$ cat config.mk
export PLATFORM = sky130hd
export DESIGN_NAME = neuron_controller
export DESIGN_NICKNAME = d
export VERILOG_FILES = /design/src/rtl/neuron_pkg.sv /design/src/rtl/neuron_controller_term_counter.sv /design/src/rtl/neuron_controller.sv
export SDC_FILE = /design/constraint.sdc
export NUM_CORES = 1
export LEC_CHECK = 0
export CORE_ASPECT_RATIO = 1.4
export CORE_UTILIZATION = 50
export DETAILED_ROUTE_END_ITERATION = 16
export PLACE_DENSITY = 0.94
export SYNTH_ARGS = -nofsm -noshare
export SYNTH_HDL_FRONTEND = slang
export SYNTH_HIERARCHICAL = 1
export SYNTH_SLANG_ARGS = --single-unit
$ cat constraint.sdc
create_clock -name clk -period 4.18 [get_ports clk]
set_clock_uncertainty 0.2 [all_clocks]
set_input_delay 0.836 -clock clk [delete_from_list [all_inputs] [get_ports clk]]
set_output_delay 0.836 -clock clk [all_outputs]
set_load 0.05 [all_outputs]
$ cat src/rtl/neuron_pkg.sv
// ============================================================================
// Module      : neuron_pkg
// Description : Shared types and default sizing for the single-neuron
//               sequencer, its term counter and the MAC datapath.
// Revision    : 1.0 - initial release
// ============================================================================
`default_nettype none

package neuron_pkg;

    // Default sizing shared with the datapath and the selection logic
    localparam int NEURON_N     = 16;
    localparam int NEURON_IDX_W = 16;
    localparam int NEURON_RES_W = 16;

    // Sequencer states
    typedef enum logic [2:0] {
        IDLE   = 3'd0,
        CLEAR  = 3'd1,
        ACCUM  = 3'd2,
        SETTLE = 3'd3,
        VALID  = 3'd4
    } state_t;

endpackage : neuron_pkg

`default_nettype wire

$ cat src/rtl/neuron_controller_term_counter.sv
// ============================================================================
// Module      : term_counter
// Description : Term index counter for the neuron sequencer. Counts 0..N-1
//               while enabled and returns to 0 after the last term, so the
//               count never exceeds N-1. o_last is a registered flag that is
//               high for the cycle following the last enabled term.
// Revision    : 1.0 - initial release
// ============================================================================
`default_nettype none

module term_counter
    import neuron_pkg::*;
#(
    parameter int IDX_W = NEURON_IDX_W,
    parameter int N     = NEURON_N
) (
    input  logic             clk,
    input  logic             rst,
    input  logic             i_clr,
    input  logic             i_en,
    output logic [IDX_W-1:0] o_count,
    output logic             o_last
);

    localparam logic [IDX_W-1:0] c_last_idx = IDX_W'(N - 1);

    logic [IDX_W-1:0] r_count;
    logic             r_last;
    logic             w_at_end;

    assign w_at_end = (r_count == c_last_idx);

    // Count enabled terms; clear has priority and also suppresses the last flag
    always_ff @(posedge clk) begin
        if (!rst) begin
            r_count <= '0;
            r_last  <= 1'b0;
        end else begin
            r_last <= i_en && !i_clr && w_at_end;
            if (i_clr) begin
                r_count <= '0;
            end else if (i_en) begin
                r_count <= w_at_end ? '0 : r_count + 1'b1;
            end
        end
    end

    assign o_count = r_count;
    assign o_last  = r_last;

endmodule : term_counter

`default_nettype wire

$ cat src/rtl/neuron_controller.sv
// ============================================================================
// Module      : neuron_controller
// Description : Sequencer for a single-neuron MAC datapath. Per request it
//               pulses an accumulator clear, steps the term index 0..N-1 with
//               ld asserted, captures the activated result one settle cycle
//               later and offers it downstream on a valid/ready handshake.
//               Optional macro NEURON_CTRL_ABORT_EN adds an i_abort input that
//               cancels an evaluation in CLEAR, ACCUM or SETTLE.
// Revision    : 1.0 - initial release
// ============================================================================
`default_nettype none

module neuron_controller
    import neuron_pkg::*;
#(
    parameter int N     = NEURON_N,
    parameter int IDX_W = NEURON_IDX_W,
    parameter int RES_W = NEURON_RES_W
) (
    input  logic             clk,
    input  logic             rst,
    input  logic             i_start,
`ifdef NEURON_CTRL_ABORT_EN
    input  logic             i_abort,
`endif
    output logic             o_busy,
    output logic             o_acc_clr,
    output logic             o_ld,
    output logic [IDX_W-1:0] o_index,
    input  logic [RES_W-1:0] i_result_in,
    output logic             o_out_valid,
    input  logic             i_out_ready,
    output logic [RES_W-1:0] o_out_data
);

    localparam logic [IDX_W-1:0] c_last_idx = IDX_W'(N - 1);

    state_t           r_state;
    logic             r_busy;
    logic             r_acc_clr;
    logic             r_ld;
    logic             r_out_valid;
    logic [RES_W-1:0] r_out_data;

    logic [IDX_W-1:0] w_count;
    logic             w_last;
    logic             w_count_end;
    logic             w_abort;
    logic             w_count_en;

`ifdef NEURON_CTRL_ABORT_EN
    // Abort only matters while an evaluation is in flight
    assign w_abort = i_abort &&
                     ((r_state == CLEAR) || (r_state == ACCUM) || (r_state == SETTLE));
`else
    assign w_abort = 1'b0;
`endif

    assign w_count_en  = (r_state == ACCUM);
    assign w_count_end = (w_count == c_last_idx);

    term_counter #(
        .IDX_W (IDX_W),
        .N     (N)
    ) u_term_counter (
        .clk     (clk),
        .rst     (rst),
        .i_clr   (w_abort),
        .i_en    (w_count_en),
        .o_count (w_count),
        .o_last  (w_last)
    );

    // Sequencer state and all registered handshake/datapath controls
    always_ff @(posedge clk) begin
        if (!rst) begin
            r_state     <= IDLE;
            r_busy      <= 1'b0;
            r_acc_clr   <= 1'b0;
            r_ld        <= 1'b0;
            r_out_valid <= 1'b0;
            r_out_data  <= '0;
        end else if (w_abort) begin
            r_state   <= IDLE;
            r_busy    <= 1'b0;
            r_acc_clr <= 1'b0;
            r_ld      <= 1'b0;
        end else begin
            case (r_state)
                IDLE: begin
                    r_acc_clr <= 1'b0;
                    r_ld      <= 1'b0;
                    if (i_start) begin
                        r_state   <= CLEAR;
                        r_busy    <= 1'b1;
                        r_acc_clr <= 1'b1;
                    end
                end
                CLEAR: begin
                    r_acc_clr <= 1'b0;
                    r_ld      <= 1'b1;
                    r_state   <= ACCUM;
                end
                ACCUM: begin
                    if (w_count_end) begin
                        r_ld    <= 1'b0;
                        r_state <= SETTLE;
                    end
                end
                SETTLE: begin
                    // The last term has been accumulated, so the activated
                    // result from the datapath is stable this cycle.
                    if (w_last) begin
                        r_out_data  <= i_result_in;
                        r_out_valid <= 1'b1;
                        r_state     <= VALID;
                    end else begin
                        r_state <= IDLE;
                        r_busy  <= 1'b0;
                    end
                end
                VALID: begin
                    if (i_out_ready) begin
                        r_out_valid <= 1'b0;
                        // The handshake edge doubles as the IDLE sampling
                        // point for start, giving an N+3 cycle period when
                        // start and out_ready are both held high.
                        if (i_start) begin
                            r_state   <= CLEAR;
                            r_acc_clr <= 1'b1;
                        end else begin
                            r_state <= IDLE;
                            r_busy  <= 1'b0;
                        end
                    end
                end
                default: begin
                    r_state     <= IDLE;
                    r_busy      <= 1'b0;
                    r_acc_clr   <= 1'b0;
                    r_ld        <= 1'b0;
                    r_out_valid <= 1'b0;
                end
            endcase
        end
    end

    assign o_busy      = r_busy;
    assign o_acc_clr   = r_acc_clr;
    assign o_ld        = r_ld;
    assign o_index     = w_count;
    assign o_out_valid = r_out_valid;
    assign o_out_data  = r_out_data;

endmodule : neuron_controller

`default_nettype wire

==> run metrics <==
run status completed; Primary FF master, synth dfxtp_1; type of the worst min-delay path register to register; crit start category register; most common library cell in the layout ignoring fill and taps clkdlybuf4s50_1; proportion of power drawn by the clock network 39.6%; Setup-failing EPs final 0; HPWL Detailed 2.92 mm; Static Leak 0.813 nW; mapped cell area 1820 um^2; reg-to-reg slack, setup 1420 ps; number of sinks driven by the clock tree 40; via density per instance 5.64; effective utilization at floorplan 53.3%; RSZ-0062 raised after global routing false; clock latency of the later-clocked register in the worst-skew pair 300 ps; slowest library cell on the worst path clkdlybuf4s50_1; CTS tree built; gate family responsible for the most delay along the worst path buffers and inverters; final standard cell count with taps included and fillers excluded 298; overall overflow remaining after global route 0; Reg2Reg Depth 6; pin count of the biggest net entering global routing 21; largest area contributor in the netlist dfxtp_1; fmax 355 MHz; Worst Path Arrival 1780 ps; cell area power density 326 nW/um^2; hold buffer count at cts 0; Ant. Diodes 0; total count of max-transition violations in the final report 0; global-route wire length before repair 6.86 mm; share of synthesized area occupied by flip-flops and latches 44.0%; per-cell routed wire length 14.6 um; number of cells traversed by the worst hold path 2; sequential share of power 50.3%; RD Place Congestion 0.836; count of input and output buffers 55; All-Layer GR Usage 24.0%; Synth async-reset ratio 0%; WS Path Type register to output pin; capture instance of the worst register-to-register path u_term_counter/o_count[13]; Worst Max-Slew Pin Slew 833 ps; Die X-Extent 53.0 um; floorplan core area 3410 um^2; Routed Antenna Nets 0; endpoint type of the worst setup path output pin; area of the die 3880 um^2; clock root buffer clkbuf_8; Clock Pin Slew Worst Setup and Hold Paths 80 ps; top area cells in the synthesized netlist dfxtp_1 (44%), nand2_1 (7.2%), xnor2_1 (4.3%), nor2_1 (3.9%), a21oi_2 (3.9%); Final Cycle Share 67.4%; number of clock buffers inserted by TritonCTS 5; Avg Cell Area, Syn 8.87 um^2; cell count along the critical path 1; post-detailed-routing wire length 4.36 mm; Die Span Y 73.3 um; start of the worst register-to-register path r_state[1]; first-iteration detailed-routing DRC count 58; placed instance count 290; post-layout min period 2820 ps; highest-count cells in the layout ignoring fill and taps clkdlybuf4s50_1 (55), dfxtp_1 (40), nand2_1 (35), nor2_1 (19), a21oi_1 (13); DRC viols 0; number of nets produced by synthesis 226; total net switching power 0.000194 W; switching portion of total power 24.3%; Internal Pwr Total 0.000603 W; number of different library cells in the post-synthesis netlist 45; router iterations before antenna repair 4; number of buffers on the longest clock path 2; number of global-route vias before repair 1583; launching instance or port of the critical path u_term_counter/o_count[7]; count of endpoints failing hold in the final timing report 0; combinational cell fraction of total power 10.2%; Post-CTS Setup Bufs 0; capture point of the worst path o_index[7]; CTS H-Tree Depth 2; worst ir drop on vdd 264 uV; Fill cells 262; maximum fanout encountered on the critical timing path 11; Yosys warning count 6; total number of vias 1681; worst path buffer plus inverter count 1; post-route setup TNS 0 ps; data required time of the critical path 3140 ps; top-area cell type share of the netlist area 44.0%; Max-cap violations 0; Cell Chain, Critical Path clkdlybuf4s50_1; synthesized instance count 205; Final Net Count 278; share of final-layout standard cells stronger than drive strength 1 11.2%; Area growth syn-to-layout 34.6%; number of synthesized flops with an enable pin 0; synthesized flop and latch total 40; # resized after CTS 0; maximum cell stage delay along the critical path 890 ps; worst relative slew slack 44.0%; Placement Rows 25; antenna violations before repair 0; I/O pin cnt 56
[state kept, by name (all words and copies together), names as in the netlist]
name / flops
r_state: 3
o_ld: 1
o_busy: 1
u_term_counter/o_last: 1
o_out_data: 16
o_acc_clr: 1
o_out_valid: 1
u_term_counter/o_count: 16
[metrics by stage]
step	worst slack [ps]	cell area, um^2	power [W]	utilization [%]	hold WS [ps]
global placement	1700	2340	0.000487	68.5	241
global route	1290	2450	0.000823	71.8	277
floorplan	1940	1820	0.000457	-	306
finish	1360	2450	0.000797	71.8	259
CTS	1370	2450	0.000801	71.8	261
detailed placement	1560	2340	0.000489	68.5	249
[area by class of cell]
class	instances	area (um^2)	share of cell area [%]
clock inverter	3	42.5	1.74
sequential	40	801	32.7
inverter	5	18.8	0.767
clock buffer	5	68.8	2.81
multi-input combinational	150	916	37.4
timing repair buffer	55	551	22.5
tap	40	50.0	2.04
[power by group through the flow]
stage	Sequential (W)	Combinational, W	Clock, W
4_1_cts	0.000400	0.0000810	0.000320
6_report	0.000401	0.0000809	0.000315
3_3_place_gp	0.000409	0.0000789	0
3_5_place_dp	0.000409	0.0000797	0
2_1_floorplan	0.000417	0.0000401	0
5_1_grt	0.000402	0.0000865	0.000334
[cell usage after synthesis (all sizes together), types with 2 or more instances]
library cell / n
nor4: 7
xnor2: 9
and4b: 2
o21ai: 2
and2b: 2
and4: 3
nor3: 5
buf: 8
dfxtp: 40
nand2b: 3
nand4: 10
nor2: 21
nand2: 37
nand3: 2
a21oi: 21
clkbuf: 2
and2: 2
xor2: 6
o211ai: 3
inv: 5
[cells by family after synthesis]
group           after synthesis  share of synthesized area [%]
buf+inv                      15                           5.57
fa+ha+maj                     1                          0.688
flops                        40                           44.0
xor+xnor                     15                           7.23
simple gates                100                           29.5
other cells                   1                          0.206
compound gates               32                           12.2
mux                           1                          0.551
[metal layers]
metal / global-route usage, % / wire (um) / up-vias
met3: 6.00 / 257 / 9
met2: 39.7 / 2180 / 64
met5: 0 / 0 / -
met4: 14.9 / 88 / 0
met1: 26.8 / 1840 / 797
li1: - / - / 811
[how the worst min path moves through the flow]
stage | startpoint | to
after detailed placement | o_out_data[11] | o_out_data[11]
after global placement | o_out_data[11] | o_out_data[11]
final | o_out_data[8] | o_out_data[8]
after CTS | o_out_data[11] | o_out_data[11]
after floorplan | r_state[2] | r_state[1]
after global routing | o_out_data[8] | o_out_data[8]
[worst min-delay path: cells and delay by family (launching register included)]
family	cells	cell delay [ps]
DFF	1	310
AOI/OAI and AO/OA	1	50
and+or+nand+nor	1	50
No activity file was read; power rests on OpenSTA's default activity.
